--- config.mk ---
export PLATFORM = sky130hd
export DESIGN_NAME = eth_tx_frame_gen
export DESIGN_NICKNAME = d
export VERILOG_FILES = /design/src/rtl/eth_tx_frame_gen.sv
export SDC_FILE = /design/constraint.sdc
export NUM_CORES = 1
export LEC_CHECK = 0
export ABC_CLOCK_PERIOD_IN_PS = 3250
export CORE_UTILIZATION = 51
export DETAILED_ROUTE_END_ITERATION = 6
export PLACE_DENSITY_LB_ADDON = 0.25
export SKIP_LAST_GASP = 1
export SYNTH_ARGS = -nofsm -noshare
export SYNTH_HDL_FRONTEND = slang
export SYNTH_SLANG_ARGS = --single-unit
--- constraint.sdc ---
create_clock -name clk -period 3.25 [get_ports clk]
set_input_delay 0.65 -clock clk [delete_from_list [all_inputs] [get_ports clk]]
set_output_delay 0.65 -clock clk [all_outputs]
set_load 0.005 [all_outputs]
--- src/rtl/eth_tx_frame_gen.sv ---
// Ethernet test-frame source for the TSE MAC tx client interface: header, patterned payload, gap.
// Optional macro ETH_TX_FRAME_GEN_SEQNUM_EN puts the 32-bit frame number in payload bytes 0..3.
module eth_tx_frame_gen #(
    parameter logic [47:0] DST_MAC     = 48'hFFFF_FFFF_FFFF,
    parameter logic [47:0] SRC_MAC     = 48'h8C1F_6469_1000,
    parameter logic [15:0] ETHERTYPE   = 16'h88B5,
    parameter int unsigned PAYLOAD_LEN = 46,
    parameter int unsigned GAP_CYCLES  = 12
) (
    input  logic        clk,
    input  logic        rst,
    input  logic        enable,
    output logic        tx_valid,
    input  logic        tx_ready,
    output logic [7:0]  tx_data,
    output logic        tx_last,
    output logic        busy,
    output logic [31:0] frame_count
);

    localparam int unsigned IDX_W    = 11;
    localparam int unsigned HDR_LEN  = 14;
    localparam int unsigned LAST_IDX = HDR_LEN + PAYLOAD_LEN - 1;
    localparam int unsigned GAP_W    = (GAP_CYCLES > 1) ? $clog2(GAP_CYCLES) : 1;
    localparam int unsigned GAP_LAST = (GAP_CYCLES > 0) ? GAP_CYCLES - 1 : 0;
`ifdef ETH_TX_FRAME_GEN_SEQNUM_EN
    localparam int unsigned SNAP_W   = 32;
`else
    localparam int unsigned SNAP_W   = 8;
`endif
    localparam logic [111:0] HEADER  = {DST_MAC, SRC_MAC, ETHERTYPE};

    typedef enum logic [1:0] {S_IDLE, S_HEADER, S_PAYLOAD, S_GAP} state_e;

    state_e              state_q;
    logic [IDX_W-1:0]    idx_q, idx_d;
    logic [GAP_W-1:0]    gap_q;
    logic [SNAP_W-1:0]   snap_q;
    logic [31:0]         count_q;
    logic                valid_q, last_q, busy_q, last_d;
    logic [7:0]          data_q, data_d;

    // Byte at frame position idx, given the frame number captured at frame start.
    function automatic logic [7:0] frame_byte(input logic [IDX_W-1:0] idx,
                                              input logic [SNAP_W-1:0] snap);
        logic [7:0] k;
        k = 8'(idx - IDX_W'(HDR_LEN));
        if (idx < IDX_W'(HDR_LEN))
            return 8'(HEADER >> (8 * (13 - int'(idx))));
`ifdef ETH_TX_FRAME_GEN_SEQNUM_EN
        if (idx < IDX_W'(HDR_LEN + 4))
            return 8'(snap >> (8 * (3 - int'(k))));
        return k + snap[7:0];
`else
        return k + snap;
`endif
    endfunction

    always_comb begin
        idx_d  = idx_q + IDX_W'(1);
        data_d = frame_byte(idx_d, snap_q);
        last_d = (idx_d == IDX_W'(LAST_IDX));
    end

    always_ff @(posedge clk or posedge rst) begin
        if (rst) begin
            state_q <= S_IDLE;
            idx_q   <= '0;
            gap_q   <= '0;
            snap_q  <= '0;
            count_q <= '0;
            valid_q <= 1'b0;
            last_q  <= 1'b0;
            busy_q  <= 1'b0;
            data_q  <= '0;
        end else begin
            case (state_q)
                S_IDLE: begin
                    if (enable) begin
                        state_q <= S_HEADER;
                        busy_q  <= 1'b1;
                        valid_q <= 1'b1;
                        idx_q   <= '0;
                        data_q  <= frame_byte('0, snap_q);
                        last_q  <= 1'b0;
                        snap_q  <= SNAP_W'(count_q);
                    end
                end
                S_HEADER, S_PAYLOAD: begin
                    // Outputs only move on an accepted beat, so a stall holds them.
                    if (tx_ready) begin
                        if (last_q) begin
                            valid_q <= 1'b0;
                            last_q  <= 1'b0;
                            data_q  <= '0;
                            count_q <= count_q + 32'd1;
                            gap_q   <= '0;
                            if (GAP_CYCLES > 0) begin
                                state_q <= S_GAP;
                            end else begin
                                state_q <= S_IDLE;
                                busy_q  <= 1'b0;
                            end
                        end else begin
                            idx_q  <= idx_d;
                            data_q <= data_d;
                            last_q <= last_d;
                            if (idx_d == IDX_W'(HDR_LEN))
                                state_q <= S_PAYLOAD;
                        end
                    end
                end
                S_GAP: begin
                    if (gap_q == GAP_W'(GAP_LAST)) begin
                        state_q <= S_IDLE;
                        busy_q  <= 1'b0;
                    end else begin
                        gap_q <= gap_q + GAP_W'(1);
                    end
                end
                default: begin
                    state_q <= S_IDLE;
                    busy_q  <= 1'b0;
                    valid_q <= 1'b0;
                end
            endcase
        end
    end

    assign tx_valid    = valid_q;
    assign tx_data     = data_q;
    assign tx_last     = last_q;
    assign busy        = busy_q;
    assign frame_count = count_q;

endmodule

# After elaboration in Yosys (flattened, before gate mapping)

Index checks and enable logic that the tools add are counted.

Logic and storage cells: 77
Output and inout bits: 43
Flip-flop bits (word level): 68
Bits of input ports: 4

$lt $le $gt $ge: 1
Add/sub/neg operators: 7
Reduce and logical (&&, ||, !) cells: 12
Equality and inequality tests: 13
Muxes and demuxes: 33
Bitwise operators: 1
Shifts and indexed selects: 1

Operators with widths:

| operator                                                    | count |
|---|---|
| right shift 112 x 32 -> 8 bit, first input constant         | 1 |
| two-way mux 8 bit                                           | 6 |
| two-way mux 11 bit                                          | 3 |
| adder 32 x 1 -> 32 bit, second input constant               | 1 |
| case mux 11 bit (2 select lines)                            | 1 |
| case mux 8 bit (2 select lines)                             | 1 |
| AND reduction 4 bit                                         | 4 |
| two-way mux 4 bit                                           | 3 |
| != test 2 bit, second input constant                        | 6 |
| subtractor 4 x 11 -> 12 bit, first input constant           | 1 |
| adder 11 x 1 -> 11 bit, second input constant               | 1 |
| equality test 11 x 4 -> 1 bit, second input constant        | 1 |
| equality test 11 x 6 -> 1 bit, second input constant        | 1 |
| less-than comparator 11 x 4 -> 1 bit, second input constant | 1 |
| two-way mux 2 bit                                           | 5 |
| two-way mux 1 bit                                           | 9 |
| AND reduction 3 bit                                         | 3 |
| adder 8 bit                                                 | 1 |
| adder 8 bit, first input constant                           | 1 |
| case mux 4 bit (2 select lines)                             | 1 |
| subtractor 8 x 4 -> 8 bit, second input constant            | 1 |
| case mux 1 bit (2 select lines)                             | 3 |
| case mux 2 bit (3 select lines)                             | 1 |
| adder 4 x 1 -> 4 bit, second input constant                 | 1 |
| 9 further kinds                                             | 11 |

# Longest topological paths before layout

Word-level depth: 8
Gate-level depth with buffers: 14
Mapped depth without buffers: 13

# Least setup slack after synthesis

Ideal clock, no wire load.

Kind: register to register
Start: register idx_q[0]
End: register data_q[7] (netlist: tx_data[7])
Arrival: 3.184 ns
Path buffers: 1
Slack: -0.061 ns
Period minus slack after synthesis: 3.311 ns
Stages on the path, launching flop included: 14
Path through: dfrtp_1 > buf_6 > clkinv_1 > ha_1 > ha_1 > inv_1 > ha_1 > fa_1 > a21o_1 > a311o_1 > a21oi_1 > xnor2_1 > mux2_2 > a221o_1

Longest elaborated chain between the ends: 8
Elaborated cells on any way between the ends: 12
Those cells by class: add/sub: 4; order compare: 1; shift: 1; mux: 6

RTL lines:

| element                             | line | RTL |
|---|---|---|
| from (decl)                         | 36   | `logic [IDX_W-1:0] idx_q, idx_d;` |
| from (signal assigned)              | 105  | `idx_q <= idx_d;` |
| adder 11 x 1 -> 11 bit (*)          | 60   | `idx_d = idx_q + IDX_W'(1);` |
| subtractor 4 x 11 -> 12 bit         | 49   | `return 8'(HEADER >> (8 * (13 - int'(idx))));` |
| right shift 112 x 32 -> 8 bit       | 49   |  |
| two-way mux 8 bit                   | 48   | `if (idx < IDX_W'(HDR_LEN))` |
| two-way mux 8 bit (*)               | 55   | `return k + snap;` |
| two-way mux 8 bit (*)               | 92   | `if (last_q) begin` |
| two-way mux 8 bit (*)               | 91   | `if (tx_ready) begin` |
| case mux 8 bit (2 select lines) (*) | 77   | `case (state_q)` |
| to (signal assigned)                | 84   | `data_q <= frame_byte('0, snap_q);` |
| to (signal assigned)                | 106  | `data_q <= data_d;` |
| to (decl)                           | 41   | `logic [7:0] data_q, data_d;` |

Every way passes the cells marked *; elsewhere a longest branch is shown, timed or not. The select of a mux whose other input is x is not followed.
A chain may end at the register's enable or synchronous reset.

# Worst setup path in the final report

Ends and elaborated chain as after synthesis.

==> impl_metrics.json <==
{
  "critPathRequiredTime_ns": 3.49,
  "yosysSeqAreaShare_pct": 41.7,
  "vias": 3321,
  "multi_input_area_mm2": 0.00220,
  "place_ws_ns": -0.000416,
  "grt_usage_pct": 23.0,
  "fin_crit_sh_pct": 95.3,
  "fp.dieW_um": 91.4,
  "area_delta_synth_final_pct": 20.7,
  "final.setup.tns_ns": 0,
  "finalHoldWorstSlack_ns": 0.463,
  "relSlewSlack_pct": 53.1,
  "worst_pin_slew_ns": 0.698,
  "avgSynthCellArea_um2": 9.51,
  "die_h_um": 91.4,
  "status": "completed",
  "hold_viol": 0,
  "p_leak_nw": 2.21,
  "synth_area_mm2": 0.00408,
  "layout_setup_ws_ns": 0.152,
  "met2_length_um": 4220,
  "drive_above_1_share_pct": 13.4,
  "fin_util_pct": 63.7,
  "yosysWarnings": 0,
  "fin_cells": 593,
  "cts_tree": "built",
  "final_cell_mix": "dfrtp_1 (65), clkdlybuf4s50_1 (46), nand2_1 (43)",
  "clock_latency_ns": 0.35,
  "routabilityCongestion": 0.887,
  "slew_viol_final": 0,
  "h-tree-depth": 3,
  "synth_top_cell_by_area": "dfrtp_1",
  "diodes": 0,
  "period_needed_ns": 3.10,
  "grt_max_degree": 29,
  "drt_iter0_drc": 141,
  "fmax_mhz": 323,
  "die_area_mm2": 0.00836,
  "regArea_mm2": 0.00171,
  "dp_hpwl_um": 6470,
  "clockRootBuffer": "clkbuf_8",
  "dp_cells": 575,
  "critPathMaxStageDelay_ns": 0.43,
  "wl_met3_um": 481,
  "p_total_mw": 3.28,
  "power_density_mw_per_mm2": 666,
  "r2r-start": "idx_q[0]",
  "firstDrtPassIters": 5,
  "cp-end-kind": "flop",
  "fin_area_mm2": 0.00492,
  "antenna_left": 0,
  "ys_ff_latch": 68,
  "hold_class": "flop to flop",
  "crit_type": "flop to flop",
  "worstPathCellList": "buf_4 > nand3_1 > nor2_2 > xnor2_2 > ha_1 > inv_1 > ha_1 > and2_1 > a311o_1 > a21oi_2 > xnor2_1 > mux2_2 > a221o_1",
  "rows": 32,
  "crit_slowest_cell": "dfrtp_2",
  "worst_clock_skew_ns": 0.00853,
  "synth.distinct_cells": 60,
  "r2r-end": "tx_data[7]",
  "ir_drop_mv": 0.281,
  "arrival_ns": 3.34,
  "mostFrequentLayoutCell": "dfrtp_1",
  "cts.path.max_buffers": 2,
  "numPortBuffers": 46,
  "placed_cell_area_mm2": 0.00468,
  "synth.area.top_cells": "dfrtp_1 (42%), xnor2_1 (6.4%), ha_1 (6.1%)",
  "routed.top_layer": "met4",
  "reg2reg_depth": 13,
  "path_max_fanout": 7,
  "drv_cap": 0,
  "crit_top_cell": "ha_1",
  "route.detailed.drc": 0,
  "start_util_pct": 52.8,
  "final_nets": 511,
  "postRouteWirelength_um": 9010,
  "cp-start-kind": "flop",
  "ios": 47,
  "synth-main-ff-cell": "dfrtp_1",
  "fillers": 641,
  "synth-edff-count": 0,
  "synth_top_area_share_pct": 41.7,
  "core_mm2": 0.00773,
  "crit_end": "tx_data[7]",
  "synthCells": 429,
  "wire_per_inst_um": 15.2,
  "grt_pass1_vias": 3180,
  "grt.overflow.total": 0,
  "async_reset_ff_share_pct": 100,
  "cts_sinks": 68,
  "numCtsBuffers": 9,
  "syn_nets": 454,
  "reg2reg_setup_slack_ns": 0.15,
  "startpoint": "idx_q[0]",
  "clk_pin_slew_worst_paths_ns": 0.08,
  "viasPerCell": 5.60,
  "setup_viol": 0,
  "grt_antenna_before_repair": 0,
  "grt_pass1_wl_um": 15100,
  "wl_met1_um": 4150
}
==> cell type report <==
| cell class | instances | share of cell area [%] |
|---|---|---|
| multi-input combinational | 312 | 44.7 |
| sequential | 68 | 34.7 |
| timing repair buffer | 65 | 12.3 |
| clock buffer | 12 | 2.95 |
| tap | 102 | 2.59 |
| inverter | 30 | 2.31 |
| clock inverter | 4 | 0.509 |
==> worst min-delay path by stage <==
stage / to / start / slack, ns / cells after the start
after CTS: frame_count[31] / frame_count[31] / 0.47 / 1
after detailed placement: frame_count[31] / frame_count[31] / 0.46 / 1
final: frame_count[31] / frame_count[31] / 0.46 / 1
after global routing: frame_count[31] / frame_count[31] / 0.48 / 1
after global placement: frame_count[31] / frame_count[31] / 0.46 / 1
after floorplan: snap_q[4] / snap_q[4] / 0.45 / 2
==> per-layer routing <==
layer | vias to the layer above | GRT usage (%)
met4 | 0 | 8.73
met5 | - | 0
li1 | 1618 | -
met1 | 1605 | 30.4
met3 | 13 | 5.70
met2 | 85 | 36.5
==> synth_stat cells (4+ instances only) <==
master and number:
nand2_1 43, a22o_1 4, nor2_1 33, a21oi_1 19, clkbuf_1 7, xor2_1 15
nand4_1 13, xnor2_1 30, nand3_1 19, o21ai_0 23, buf_2 5, nand3b_1 5
a31oi_1 4, nor3_1 6, mux2i_1 7, ha_1 20, and3_1 5, dfrtp_1 68
o31ai_1 6, mux2_2 8, inv_1 29, nand2b_1 4
==> report_power, final <==
part           switching (mW)  internal (mW)
Clock                   0.331          0.296
Sequential             0.0878          0.934
Combinational           0.891          0.741
Total                    1.31           1.97
==> critical path: cells and delay by family, from the launching register on <==
kind,cells,cell delay (ns)
xor gates and xnor gates,2,0.18
adders and majority gates,2,0.58
and+or+nand+nor,3,0.52
buffers and inverters,2,0.21
AOI/OAI and AO/OA,3,0.79
DFF,1,0.43
muxes,1,0.27
==> registers in the layout, summed over array words and instances (netlist names) <==
register / flops
frame_count: 32
gap_q: 4
state_q: 2
tx_last: 1
tx_valid: 1
snap_q: 8
idx_q: 11
busy: 1
tx_data: 8
==> repair_timing <==
action,4_1_cts,5_1_grt
gates resized for setup,1,11
pin swaps,0,1
setup endpoints to repair,1,2
hold buffers,0,0
buffers inserted,0,2
==> logic make-up (layout without fill, tap and decap cells) <==
group / Yosys count / count (layout) / share of synthesized area, %
xor gates and xnor gates: 47 / 47 / 10.7
DFF: 68 / 68 / 41.7
buffers and inverters: 49 / 111 / 5.68
adders and majority gates: 21 / 21 / 6.63
and+or+nand+nor: 149 / 149 / 18.4
AOI/OAI and AO/OA: 80 / 80 / 12.9
muxes: 15 / 15 / 3.93
Note: power is estimated with default switching activity, not from simulation.
